===== config.mk =====
export PLATFORM = sky130hd
export DESIGN_NAME = interval_timer_ctrl
export DESIGN_NICKNAME = d
export VERILOG_FILES = /design/src/rtl/interval_timer_ctrl_pkg.sv /design/src/rtl/interval_timer_ctrl_counter.sv /design/src/rtl/interval_timer_ctrl.sv
export SDC_FILE = /design/constraint.sdc
export NUM_CORES = 1
export LEC_CHECK = 0
export BUFFER_PORTS_ARGS = -buffer_cell sky130_fd_sc_hd__buf_2
export CORE_MARGIN = 5
export CORE_UTILIZATION = 45
export CTS_CLUSTER_SIZE = 30
export DETAILED_ROUTE_END_ITERATION = 12
export PLACE_DENSITY_LB_ADDON = 0.08
export SYNTH_ARGS = -nofsm -noshare
export SYNTH_HDL_FRONTEND = slang
export SYNTH_HIERARCHICAL = 1
export SYNTH_SLANG_ARGS = --single-unit

===== constraint.sdc =====
create_clock -name clk -period 2.19 [get_ports clk]
set_input_delay 0.5475 -clock clk [delete_from_list [all_inputs] [get_ports clk]]
set_output_delay 0.5475 -clock clk [all_outputs]
set_load 0.01 [all_outputs]

===== src/rtl/interval_timer_ctrl_pkg.sv =====
// Shared definitions for the interval timer sequencer: state encodings and
// the default datapath width.
package interval_timer_ctrl_pkg;

  localparam int TIMER_WIDTH = 5;

  // Sequencer state encodings (2-bit, legacy-compatible constants)
  localparam logic [1:0] S_IDLE = 2'd0;
  localparam logic [1:0] S_LOAD = 2'd1;
  localparam logic [1:0] S_RUN  = 2'd2;
  localparam logic [1:0] S_DONE = 2'd3;

endpackage


===== src/rtl/interval_timer_ctrl_counter.sv =====
// Loadable up-counter datapath. Reset clears, load has priority over enab,
// and enab increments modulo 2**WIDTH.
module interval_timer_ctrl_counter #(
  parameter int WIDTH = 5
) (
  input  logic             clk,
  input  logic             rst,
  input  logic             load,
  input  logic             enab,
  input  logic [WIDTH-1:0] cnt_in,
  output logic [WIDTH-1:0] cnt_out
);

  // Counter register: clear, load or increment
  always_ff @(posedge clk) begin
    if (rst)       cnt_out <= '0;
    else if (load) cnt_out <= cnt_in;
    else if (enab) cnt_out <= cnt_out + 1'b1;
  end

endmodule


===== src/rtl/interval_timer_ctrl.sv =====
// Interval timer sequencer. Latches a preload/limit/mode triple on start,
// loads the counter, advances it on step, and emits a registered tick on
// each terminal count (plus done for one-shot completion).
//
// Handshake: start is a level request honoured only in IDLE (no ready
// signal; busy=1 means any start is ignored). stop is honoured in any
// non-IDLE state and wins over terminal and step in the same cycle.
module interval_timer_ctrl
  import interval_timer_ctrl_pkg::*;
#(
  parameter int WIDTH = TIMER_WIDTH
) (
  input  logic             clk,
  input  logic             rst,
  input  logic             start,
  input  logic             stop,
  input  logic             periodic,
  input  logic             step,
  input  logic [WIDTH-1:0] preload,
  input  logic [WIDTH-1:0] limit,
  output logic [WIDTH-1:0] count,
  output logic             busy,
  output logic             tick,
  output logic             done
);

  logic [1:0]       state;
  logic [1:0]       state_nxt;
  logic [WIDTH-1:0] preload_q;
  logic [WIDTH-1:0] limit_q;
  logic             periodic_q;
  logic             tick_q;
  logic             done_q;
  logic             terminal;
  logic             ctr_load;
  logic             ctr_enab;

  // Terminal detect and counter control; load and enab are mutually exclusive
  always_comb begin
    terminal = (state == S_RUN) && step && (count == limit_q);
    ctr_load = !stop && ((state == S_LOAD) || (terminal && periodic_q));
    ctr_enab = !stop && (state == S_RUN) && step && (count != limit_q);
  end

  // Next-state selection; stop returns to IDLE from any active state
  always_comb begin
    state_nxt = state;
    case (state)
      S_IDLE: if (start) state_nxt = S_LOAD;
      S_LOAD: state_nxt = stop ? S_IDLE : S_RUN;
      S_RUN: begin
        if (stop)                        state_nxt = S_IDLE;
        else if (terminal && !periodic_q) state_nxt = S_DONE;
      end
      S_DONE:  state_nxt = S_IDLE;
      default: state_nxt = S_IDLE;
    endcase
  end

  // State, configuration latches and registered tick/done pulses
  always_ff @(posedge clk) begin
    if (rst) begin
      state      <= S_IDLE;
      preload_q  <= '0;
      limit_q    <= '0;
      periodic_q <= 1'b0;
      tick_q     <= 1'b0;
      done_q     <= 1'b0;
    end else begin
      state  <= state_nxt;
      tick_q <= terminal && !stop;
      done_q <= terminal && !stop && !periodic_q;
      if (state == S_IDLE && start) begin
        preload_q  <= preload;
        limit_q    <= limit;
        periodic_q <= periodic;
      end
    end
  end

  interval_timer_ctrl_counter #(.WIDTH(WIDTH)) u_counter (
    .clk     (clk),
    .rst     (rst),
    .load    (ctr_load),
    .enab    (ctr_enab),
    .cnt_in  (preload_q),
    .cnt_out (count)
  );

  assign busy = (state != S_IDLE);
  assign tick = tick_q;
  assign done = done_q;

endmodule


### Word level (Yosys, flattened, before mapping)

Index checks and enable logic that the tools add are counted.
Widths: inputs -> output; s select.

* bits in registers: 20
* latch bits: 0
* RAM bits: 0
* ROM bits: 0
* bits of input ports: 16
* output and inout bits: 8
* word-level logic and storage cells: 40
* memories kept: 0

* add/sub/neg operators: 1
* multiply operators: 0
* divide/modulo/power cells: 0
* magnitude comparators: 0
* equality and inequality tests: 7
* shift-type cells: 0
* multiplexer cells: 7
* bitwise gates (word level): 0
* reductions and logical operators: 18

Operators with widths (number)
* $logic_and 1x1->1: 11
* $mux 5: 2
* $mux 2: 4
* $pmux 2 s4: 1
* $add 5x1->5 const B: 1
* $eq 5x5->1: 1
* $ne 5x5->1: 1
* $eq 2x2->1 const B: 2
* $reduce_bool 2->1: 2
* $ne 3x2->1 const B: 1
* $eq 2x1->1 const B: 1
* $logic_not 1->1: 2
* $logic_not 2->1: 1
* $ne 2x2->1 const B: 1
* $reduce_and 2->1: 1
* $logic_or 1x1->1: 1

### Depth between registers and ports, before layout

Gate-level depths: netlist of the first run.

* depth in word-level cells: 7
* depth in mapped cells: 7

### Cells and area by module

Netlist of the first run, hierarchy kept.

Modules (own cells, without submodules)
* interval_timer_ctrl: times used 1, cells an instance 79, area an instance 639.4 um2, sequential area each 300.3 um2
* interval_timer_ctrl_counter: times used 1, cells an instance 28, area an instance 256.5 um2, sequential area each 100.1 um2

### Worst setup path after synthesis of the first run

OpenSTA, ideal clock, no wires.

* kind: reg2reg
* start point: register u_counter.cnt_out[2]
* end point: register u_counter.cnt_out[1]
* arrival: 1.568 ns
* setup slack: 0.508 ns
* cell stages (with the launch flop): 7
* path buffers: 0
* cells stage by stage: dfxtp_1 > xor2_1 > nor4_2 > a21oi_1 > mux2_1 > mux2i_1 > nor2_1

RTL lines
* from (decl): line interval_timer_ctrl_counter.sv:11 `output logic [WIDTH-1:0] cnt_out`
* from (signal assigned): line interval_timer_ctrl_counter.sv:17 `else if (load) cnt_out <= cnt_in;`
* from (signal assigned): line interval_timer_ctrl_counter.sv:18 `else if (enab) cnt_out <= cnt_out + 1'b1;`
* $ne 5x5->1: line interval_timer_ctrl.sv:42 `ctr_enab = !stop && (state == S_RUN) && step && (count != limit_q);`
* $logic_and 1x1->1: line interval_timer_ctrl.sv:42
* net ctr_enab: line interval_timer_ctrl.sv:36 `logic ctr_enab;`
* $reduce_bool 2->1 (no source line)

The timed path passes the listed nets, and every way through them passes these cells.
A chain may end at the register's enable or synchronous reset.

### Final worst setup path of the first run

* start point: register u_counter.cnt_out[2]
* end point: register u_counter.cnt_out[0]

* longest elaborated chain between the ends: 6

Ends and longest elaborated chain
* $eq 5x5->1 *: line interval_timer_ctrl.sv:40 `terminal = (state == S_RUN) && step && (count == limit_q);`
* $logic_and 1x1->1 *: line interval_timer_ctrl.sv:40
* $logic_and 1x1->1 *: line interval_timer_ctrl.sv:41 `ctr_load = !stop && ((state == S_LOAD) || (terminal && periodic_q));`
* $logic_or 1x1->1 *: line interval_timer_ctrl.sv:41
* $logic_and 1x1->1 *: line interval_timer_ctrl.sv:41
* net ctr_load: line interval_timer_ctrl.sv:35 `logic ctr_load;`
* $mux 5 / $reduce_bool 2->1 (equally long branches)

Mark *: on every way through the listed nets, which the timed path passes. The rest lies on a longest branch.

==> results by group, run 1 <==
Floorplan
  • Die height: 54.6 um
  • Core box area: 0.00192 mm^2
  • I/O Pins: 24
  • Row count: 16
  • Die area: 0.00298 mm^2
  • Die width: 54.6 um
  • Initial Util: 46.6%

Setup path
  • Crit path from: u_counter/cnt_out[2]
  • CP Class: reg2reg
  • Critical path cell sequence: xor2_1 -> nor4_2 -> nand2_2 -> o32ai_2 -> mux2i_1 -> nor2_1
  • Critical path capture point type: flop
  • R2R Setup Slk: 260 ps
  • RR Startpoint: u_counter/cnt_out[2]
  • Slowest-stage cell, CP: dfxtp_1
  • Required time worst endpoint: 2370 ps
  • Crit-path max FO: 8
  • CP arrival: 2110 ps
  • Max stage delay on crit path: 440 ps
  • Worst setup SP type: flop

Route
  • DRC Markers: 0
  • Routed WL per cell: 12.3 um
  • DR iter-0 viols: 12
  • DRT antenna net count: 0
  • Routed vias/inst: 4.87
  • Via count: 759
  • Routed WL: 1920 um
  • Router iterations before antenna repair: 4

Final layout
  • ANT cells: 0
  • # nets final: 148
  • Post-layout util: 54.6%
  • Layout cell share with drive strength beyond 1: 23.3%
  • P&R area growth vs syn: 17.0%
  • Finished Layout Cells: 156

Synth
  • Synthesized Nets: 124
  • Sequential share of the synthesized area: 44.7%
  • Mapped Cells: 107
  • Cell Area, Synth: 896 um^2
  • Yosys warnings: 6
  • Netlist cell types: 24
  • Synthesized area per cell: 8.37 um^2
  • FF+latch count, synth: 20

Timing
  • Rel. slew slack: 57.8%
  • Final period utilization: 88.1%
  • Final Max Tran Viols: 0
  • Setup_tns: 0 ps
  • RSZ-0062 raised after global routing: no
  • Final Critical Period: 1930 ps
  • Final hold viol count: 0
  • Worst hold margin: 450 ps
  • F_max: 518 MHz
  • Setup Skew: 4.05 ps
  • Setup Viol. Count Final: 0
  • Worst-margin pin slew: 633 ps

Clock network
  • CTS tree: built
  • CTS buffer count: 3
  • Clock buffer depth: 2
  • Clock H-tree levels: 1
  • Worst-path clk slew: 110 ps
  • CTS sink count: 20
  • Worst-Skew Late Latency: 300 ps
  • Post-CTS setup buffer count: 0
  • Hold buffers post-CTS: 0
  • Cts repair resizes: 0
  • Root Buffer: clkbuf_4

Placed design
  • Placed insts: 153
  • Number of port buffers: 23
  • DP Wirelength: 1410 um
  • Final Wtd Congestion: 0.808

Global routing
  • Vias in the first global route: 779
  • First-pass GRT wire length: 3310 um
  • Largest net degree at the start of global routing: 22
  • Total grt overflow: 0
  • Gr usage total: 15.7%
  • Initial antenna violation count: 0

Worst hold path
  • Worst hold start: stop
  • HP Class: in2reg

Power
  • VDD IR max: 405 uV
  • LEAKAGE: 0.472 nW
  • Total Power: 0.000780 W
  • Power density over the cells: 744 mW/mm^2

Job
  • Max-Cap Viols: 0

Status
  • Outcome: complete, no violations
placed cells by master (no fill, tap or decap):
master,synthesis,routed
buf_2,3,23
and2_1,1,1
dfxtp_1,20,20
ha_1,1,1
nand2_1,24,24
o21a_1,3,3
a2111oi_0,1,1
nand2_2,1,1
xor2_1,6,6
a31oi_1,1,1
mux2i_1,2,2
nor2_1,8,8
nor3_1,1,1
nand4_1,2,2
clkbuf_4,0,3
nand2b_1,1,1
o32ai_2,1,1
mux2_1,1,1
inv_1,7,7
nor4_2,1,1
xnor2_1,4,4
a21oi_1,15,15
nand4bb_1,1,1
nor3_2,1,1
cells by family after synthesis:
group	count (synthesis)	synth area share [%]
mux	3	3.49
flops	20	44.7
compound gates	21	14.4
xor+xnor	10	9.78
simple gates	41	21.2
buf+inv	11	5.03
fa+ha+maj	1	1.40
layout make-up:
| type | count | area (um^2) |
|---|---|---|
| fill | 206 | 873 |
| multi-input combinational | 76 | 450 |
| sequential | 20 | 400 |
| timing repair buffer | 23 | 115 |
| tap | 27 | 33.8 |
| inverter | 7 | 26.3 |
| clock buffer | 3 | 22.5 |
metrics by stage:
step,cell area (um^2),setup slack (ps)
floorplan,896,508
global route,1050,27.2
global placement,1030,295
detailed placement,1030,238
CTS,1050,248
finish,1050,261
metal layers:
| layer | up-vias | track usage, % | part of all wire, % |
|---|---|---|---|
| met4 | 0 | 8.71 | 1.4 |
| met5 | - | 0 | 0 |
| li1 | 399 | - | - |
| met3 | 4 | 3.00 | 5.4 |
| met2 | 17 | 25.4 | 45 |
| met1 | 339 | 19.4 | 48 |
synth_stat cells, drive strengths merged:
cell	number	share of area [%]
nor4	1	1.4
buf	3	1.7
mux2	1	1.3
nand4	2	1.4
nand2	25	11
nor3	2	1.7
o21a	3	2.5
and2	1	0.70
xnor2	4	3.9
dfxtp	20	45
nand4bb	1	1.3
a21oi	15	8.4
nor2	8	3.4
ha	1	1.4
a31oi	1	0.70
nand2b	1	0.70
xor2	6	5.9
mux2i	2	2.2
o32ai	1	1.8
inv	7	2.9
clkbuf	1	0.42
a2111oi	1	0.98
worst max-delay path, delay by kind of cell (launching register included):
kind	cells	cell delay (ps)
AO/OA/AOI/OAI	1	390
XOR/XNOR	1	110
multiplexers	1	250
AND/OR/NAND/NOR	3	620
flip-flops	1	440
power by group:
part | switching (W) | internal, W | total [W]
registers | 0.0000322 | 0.000397 | 0.000429
clock network | 0.000108 | 0.0000641 | 0.000172
logic | 0.000101 | 0.0000769 | 0.000178
sequential cells by signal, indices dropped and copies added (netlist names):
register           count
state                  2
tick                   1
done                   1
periodic_q             1
preload_q              5
limit_q                5
u_counter/cnt_out      5
path summary, 6_finish.rpt:
path | to | depth (start not counted)
max reg2reg | u_counter/cnt_out[0] | 6
max | u_counter/cnt_out[0] | 6
min | state[1] | 2
min reg2reg | preload_q[2] | 2
Note: power is estimated with default switching activity, not from simulation.
==> run 2, diff against run 1 <==
- RECOVER_POWER: default -> 25
==> run 2 against run 1 <==
- fmax grew 0.14%
- flip-flop and latch count unchanged
- sequential power hardly changed
- via count decreased by 0.53%
- combinational power is essentially flat
- clock skew about the same
- first-iteration DRC count is 8.3% higher
- global-route usage unchanged
- die area stayed put
- highest routed layer unchanged
==> results by group, run 2 (same netlist as run 1, synthesis figures left out) <==
Status
  • Outcome: complete, no violations (unchanged)

Setup path
  • R2R depth: 6 (unchanged)
  • RR Startpoint: u_counter/cnt_out[2] (unchanged)
  • Worst R2R End: u_counter/cnt_out[0] (unchanged)
  • Slowest-stage cell, CP: dfxtp_1 (unchanged)
  • R2R Setup Slk: 260 ps (about the same)
  • Critical path capture point type: flop (unchanged)
  • Required time worst endpoint: 2370 ps (about the same)
  • Top delay family on crit path: simple AND/OR/NAND/NOR gates (unchanged)
  • Crit-path max FO: 8 (unchanged)
  • CP arrival: 2110 ps (about the same)
  • CP bufs+invs: 0 (unchanged)
  • Max stage delay on crit path: 440 ps (about the same)
  • Critical path cell sequence: xor2_1 -> nor4_2 -> nand2_2 -> o32ai_2 -> mux2i_1 -> nor2_1 (unchanged)
  • CP Class: reg2reg (unchanged)
  • Worst setup SP type: flop (unchanged)

Route
  • Routed WL: 1910 um (was 1920 um)
  • Router iterations before antenna repair: 4 (unchanged)
  • Routed WL per cell: 12.3 um (about the same)
  • DRC Markers: 0 (unchanged)
  • DRT antenna net count: 0 (unchanged)
  • Via count: 755 (was 759)
  • Routed vias/inst: 4.84 (was 4.87)
  • DR iter-0 viols: 13 (was 12)

Final layout
  • Finished Cell Area: 0.00105 mm^2 (about the same)
  • Fill cells: 206 (unchanged)
  • Commonest non-fill, non-tap cell in the layout: nand2_1 (unchanged)
  • Layout cell share with drive strength beyond 1: 21.7% (was 23.3%)
  • Most frequent cells in the layout: nand2_1, buf_2, dfxtp_1, a21oi_1, nor2_1 (unchanged)
  • Finished Layout Cells: 156 (unchanged)
  • Multi-input gate area: 450 um^2 (unchanged)
  • Seq. cell area: 400 um^2 (unchanged)
  • # nets final: 148 (unchanged)
  • Top flop regs: limit_q (5), preload_q (5), u_counter/cnt_out (5) (unchanged)
  • P&R area growth vs syn: 16.8% (was 17.0%)
  • ANT cells: 0 (unchanged)

Global routing
  • Largest net degree at the start of global routing: 22 (unchanged)
  • Vias in the first global route: 779 (unchanged)
  • First-pass GRT wire length: 3310 um (unchanged)
  • Gr usage total: 15.7% (unchanged)
  • Initial antenna violation count: 0 (unchanged)
  • Total grt overflow: 0 (unchanged)

Worst hold path
  • Hold Path Depth: 2 (unchanged)
  • Worst hold start: stop (unchanged)
  • End of the worst hold path: state[1] (unchanged)
  • HP Class: in2reg (unchanged)

Clock network
  • Worst-Skew Late Latency: 300 ps (about the same)
  • CTS buffer count: 3 (unchanged)
  • Clock H-tree levels: 1 (unchanged)
  • CTS tree: built (unchanged)
  • CTS sink count: 20 (unchanged)
  • Post-CTS setup buffer count: 0 (unchanged)
  • Cts repair resizes: 0 (unchanged)
  • Clock buffer depth: 2 (unchanged)
  • Root Buffer: clkbuf_4 (unchanged)
  • Worst-path clk slew: 110 ps (about the same)
  • Hold buffers post-CTS: 0 (unchanged)

Timing
  • Setup Viol. Count Final: 0 (unchanged)
  • Final period utilization: 88.0% (was 88.1%)
  • Setup_tns: 0 ps (unchanged)
  • Final Critical Period: 1930 ps (about the same)
  • Final Max Tran Viols: 0 (unchanged)
  • RSZ-0062 raised after global routing: no (unchanged)
  • Final hold viol count: 0 (unchanged)
  • Rel. slew slack: 57.8% (about the same)
  • F_max: 519 MHz (was 518 MHz)
  • Setup Skew: 4.29 ps (was 4.05 ps)
  • Worst-margin pin slew: 633 ps (about the same)

Floorplan
  • Initial Util: 46.6% (unchanged)
  • Row count: 16 (unchanged)
  • Core box area: 0.00192 mm^2 (unchanged)
  • Die width: 54.6 um (unchanged)
  • Die height: 54.6 um (unchanged)
  • Die area: 0.00298 mm^2 (unchanged)
  • I/O Pins: 24 (unchanged)

Power
  • LEAKAGE: 0.463 nW (was 0.472 nW)
  • VDD IR max: 416 uV (was 405 uV)
  • Power density over the cells: 745 mW/mm^2 (was 744 mW/mm^2)

Placed design
  • DP Wirelength: 1410 um (unchanged)
  • Placed Area: 0.00103 mm^2 (unchanged)
  • Number of port buffers: 23 (unchanged)
  • Final Wtd Congestion: 0.808 (unchanged)
  • Placed insts: 153 (unchanged)

Job
  • Max-Cap Viols: 0 (unchanged)
-- run 2: cell types whose count changed in the layout (fill, tap and decap cells not counted) --
cell and delta:
buf_2 -2, clkbuf_1 +2, and2_0 +1, and2_1 -1
-- run 2: worst max-delay path by stage --
stage                         startpoint                   end  slack, ps  cells past startpoint
finish              u_counter/cnt_out[2]  u_counter/cnt_out[0]        260                      6
global route        u_counter/cnt_out[3]  u_counter/cnt_out[1]         30                      6
CTS                 u_counter/cnt_out[2]  u_counter/cnt_out[1]        250                      6
detailed placement                  stop  u_counter/cnt_out[1]        240                      7
global placement                    stop  u_counter/cnt_out[1]        290                      7
floorplan           u_counter/cnt_out[2]  u_counter/cnt_out[1]        510                      6
-- run 2: power breakdown --
part           internal [W]  total (W)  switching [W]
Combinational     0.0000765   0.000178       0.000101
Clock             0.0000641   0.000172       0.000108
Sequential         0.000397   0.000429      0.0000321
Total              0.000538   0.000779       0.000242
-- run 2: area by class of cell --
| class | instances | area share [%] |
|---|---|---|
| clock buffer | 3 | 2.15 |
| multi-input combinational | 76 | 43.1 |
| sequential | 20 | 38.3 |
| tap | 27 | 3.23 |
| inverter | 7 | 2.51 |
| timing repair buffer | 23 | 10.8 |
-- run 2: layer usage --
| layer | vias to the layer above | global-route usage [%] | routed length, um |
|---|---|---|---|
| met2 | 15 | 25.4 | 862 |
| met4 | 0 | 8.71 | 26 |
| met5 | - | 0 | 0 |
| met3 | 4 | 3.00 | 93 |
| li1 | 399 | - | - |
| met1 | 337 | 19.4 | 932 |
-- run 2: worst reg2reg max path, cell delays in order, from the launching register on --
cell     delay, ps
dfxtp_1        440
xor2_1         110
nor4_2         430
nand2_2        140
o32ai_2        390
mux2i_1        260
nor2_1          50
-- run 2: per-stage QoR --
step           setup slack, ps  hold slack (ps)  util (%)  power [W]
3_5_place_dp               238              450      53.4   0.000619
5_1_grt                   27.2              466      54.4   0.000823
4_1_cts                    248              435      54.6   0.000792
6_report                   264              449      54.4   0.000779
2_1_floorplan              508              430         -   0.000562
3_3_place_gp               295              445      53.4   0.000614
==> run 3, diff against run 2 <==
- ABC_AREA: default -> 1
- SKIP_CTS_REPAIR_TIMING: default -> 1
==> run 3 against run 2 <==
- utilization decreased by 0.47 points
- fmax increased by 3.2%
- via count increased by 24%
- cell area increased by 14%
- clock skew increased by 0.75 ps
- worst hold slack improved by 14 ps
- synthesized cell count increased by 34%
- register-to-register slack improved by 60 ps
- largest cell class unchanged
- highest routed layer unchanged
==> results by group, run 3 <==
Final layout
  • Post-layout util: 54.0% (was 54.4%)
  • Most frequent cells in the layout: nand2_1, buf_2, dfxtp_1, nor2_1, inv_1 (was nand2_1, buf_2, dfxtp_1, a21oi_1, nor2_1)
  • P&R area growth vs syn: 15.4% (was 16.8%)
  • Top flop regs: limit_q (5), preload_q (5), u_counter/cnt_out (5) (unchanged)
  • # nets final: 186 (was 148)
  • Layout cell share with drive strength beyond 1: 29.2% (was 21.7%)
  • Fill cells: 240 (was 206)
  • Commonest non-fill, non-tap cell in the layout: nand2_1 (unchanged)
  • ANT cells: 0 (unchanged)

Synth
  • Post-synth top cells: nand2_1, dfxtp_1, inv_1, nor2_1, o21ai_0 (was nand2_1, dfxtp_1, a21oi_1)
  • EDFF count, synth: 0 (unchanged)
  • Netlist cell types: 25 (was 24)
  • Area leader, netlist: dfxtp_1 (unchanged)
  • Cell Area, Synth: 0.00103 mm^2 (was 896 um^2)
  • Synthesized area per cell: 7.24 um^2 (was 8.37 um^2)
  • Most common cell in the netlist: nand2_1 (unchanged)
  • Top cells by area, synth: dfxtp_1, nand2_1, inv_1 (was dfxtp_1, nand2_1, a21oi_1)
  • Yosys warnings: 6 (unchanged)
  • Async set or reset register ratio after synthesis: 0% (unchanged)
  • FF+latch count, synth: 20 (unchanged)
  • Yosys top cell area share: 38.7% (was 44.7%)
  • Synthesized Nets: 160 (was 124)
  • Sequential share of the synthesized area: 38.7% (was 44.7%)
  • Mapped Cells: 143 (was 107)
  • Top FF cell, synth: dfxtp_1 (unchanged)

Setup path
  • Top delay family on crit path: buffers and inverters (was simple AND/OR/NAND/NOR gates)
  • Required time worst endpoint: 2380 ps (was 2370 ps)
  • Slowest-stage cell, CP: clkinvlp_2 (was dfxtp_1)
  • CP arrival: 2060 ps (was 2110 ps)
  • Critical path cell sequence: nor2_1 -> inv_1 -> nor2_8 -> clkinvlp_2 -> o21ai_1 -> a21oi_2 (was xor2_1 -> nor4_2 -> nand2_2 -> o32ai_2 -> mux2i_1 -> nor2_1)
  • Worst setup SP type: flop (unchanged)
  • RR Startpoint: state[0] (was u_counter/cnt_out[2])
  • Max stage delay on crit path: 530 ps (was 440 ps)
  • CP bufs+invs: 2 (was 0)
  • Crit path from: state[0] (was u_counter/cnt_out[2])
  • Crit-path max FO: 14 (was 8)
  • Critical path capture point type: flop (unchanged)
  • CP Class: reg2reg (unchanged)

Route
  • Routed WL: 2090 um (was 1910 um)
  • DRT antenna net count: 0 (unchanged)
  • DR iter-0 viols: 10 (was 13)
  • DRC Markers: 0 (unchanged)
  • Routed vias/inst: 4.78 (was 4.84)
  • Via count: 936 (was 755)
  • Routed WL per cell: 10.6 um (was 12.3 um)
  • Router iterations before antenna repair: 4 (unchanged)

Timing
  • Setup Skew: 5.04 ps (was 4.29 ps)
  • Setup Viol. Count Final: 0 (unchanged)
  • F_max: 536 MHz (was 519 MHz)
  • Worst-margin pin slew: 621 ps (was 633 ps)
  • Setup_tns: 0 ps (unchanged)
  • Final Critical Period: 1870 ps (was 1930 ps)
  • Worst hold margin: 463 ps (was 449 ps)
  • Final hold viol count: 0 (unchanged)
  • Rel. slew slack: 58.4% (was 57.8%)
  • PnR worst setup slack: 323 ps (was 264 ps)
  • RSZ-0062 raised after global routing: no (unchanged)
  • Final Max Tran Viols: 0 (unchanged)
  • Final period utilization: 85.3% (was 88.0%)

Power
  • VDD IR max: 386 uV (was 416 uV)
  • Total Power: 0.000778 W (was 0.000779 W)
  • LEAKAGE: 0.598 nW (was 0.463 nW)
  • Power density over the cells: 652 mW/mm^2 (was 745 mW/mm^2)

Clock network
  • Clock H-tree levels: 1 (unchanged)
  • Worst-Skew Late Latency: 300 ps (about the same)
  • CTS buffer count: 3 (unchanged)
  • Root Buffer: clkbuf_4 (unchanged)
  • Clock buffer depth: 2 (unchanged)
  • CTS tree: built (unchanged)
  • CTS sink count: 20 (unchanged)
  • Worst-path clk slew: 120 ps (was 110 ps)

Worst hold path
  • HP Class: in2reg (unchanged)
  • Worst hold start: preload[3] (was stop)

Floorplan
  • Core box area: 0.00221 mm^2 (was 0.00192 mm^2)
  • Die width: 58.0 um (was 54.6 um)
  • Row count: 17 (was 16)
  • Initial Util: 46.8% (was 46.6%)
  • I/O Pins: 24 (unchanged)
  • Die height: 58.0 um (was 54.6 um)
  • Die area: 0.00336 mm^2 (was 0.00298 mm^2)

Status
  • Outcome: complete, no violations (unchanged)

Global routing
  • Initial antenna violation count: 0 (unchanged)
  • Gr usage total: 13.5% (was 15.7%)
  • Total grt overflow: 0 (unchanged)
  • Largest net degree at the start of global routing: 15 (was 22)
  • First-pass GRT wire length: 3550 um (was 3310 um)
  • Vias in the first global route: 844 (was 779)

Placed design
  • Pre-CTS setup slack: 361 ps (was 238 ps)
  • DP Wirelength: 1680 um (was 1410 um)
  • Number of port buffers: 23 (unchanged)
  • Final Wtd Congestion: 0.821 (was 0.808)

Job
  • Max-Cap Viols: 0 (unchanged)
[run 3: cell types whose count changed in the layout (fill, tap and decap cells not counted), sizes merged, moves of 2 or more]
cell / delta
mux2i: -2
o21a: -3
nand3: +7
xnor2: -3
buf: +3
nand2: +4
nor2: +22
xor2: -5
a21boi: +2
inv: +14
a21oi: -8
o21ai: +13
[run 3: final cells by class]
type                            count  area, um^2  area share (%)
Sequential cell                    20         400            33.5
Clock buffer                        4        36.3            3.04
Multi-Input combinational cell     98         515            43.2
Tap cell                           28        35.0            2.94
Timing Repair Buffer               24         123            10.3
Inverter                           22        83.8            7.02
[run 3: path summary, 6_finish.rpt]
check | endpoint | slack, ps | cells after the start
max | limit_q[1] | 320 | 6
min reg2reg | limit_q[3] | 470 | 2
min | preload_q[3] | 460 | 3
max reg2reg | limit_q[1] | 320 | 6
[run 3: tightest hold or removal path, stage by stage]
cell    delay (ps)
buf_2           80
nor2_2          30
nor2_1          80
[run 3: metrics by stage]
stage | std cells | instance area [um^2]
finish | 196 | 1190
global route | 196 | 1190
CTS | 196 | 1200
detailed placement | 192 | 1170
global placement | 192 | 1170
floorplan | 143 | 1030
[run 3: cells by family after synthesis]
kind of cell               share of synthesized area, %
and+or+nand+nor                                    34.7
buffers and inverters                              10.8
DFF                                                38.7
adders and majority gates                          1.21
xor gates and xnor gates                           1.69
AOI/OAI and AO/OA                                  12.9
[run 3: routing by layer]
metal  vias up  GRT usage (%)  share of wire (%)
met5         -              0                  0
met4         0           6.95                1.4
met3         4           2.23                5.7
met2        27           22.3                 46
met1       408           16.7                 47
li1        497              -                  -
[run 3: power by group]
group / switching, W / leakage [nW] / total [W] / internal [W]
clock network: 0.000114 / 0.0210 / 0.000215 / 0.000101
registers: 0.0000213 / 0.164 / 0.000413 / 0.000391
logic: 0.0000930 / 0.413 / 0.000150 / 0.0000574
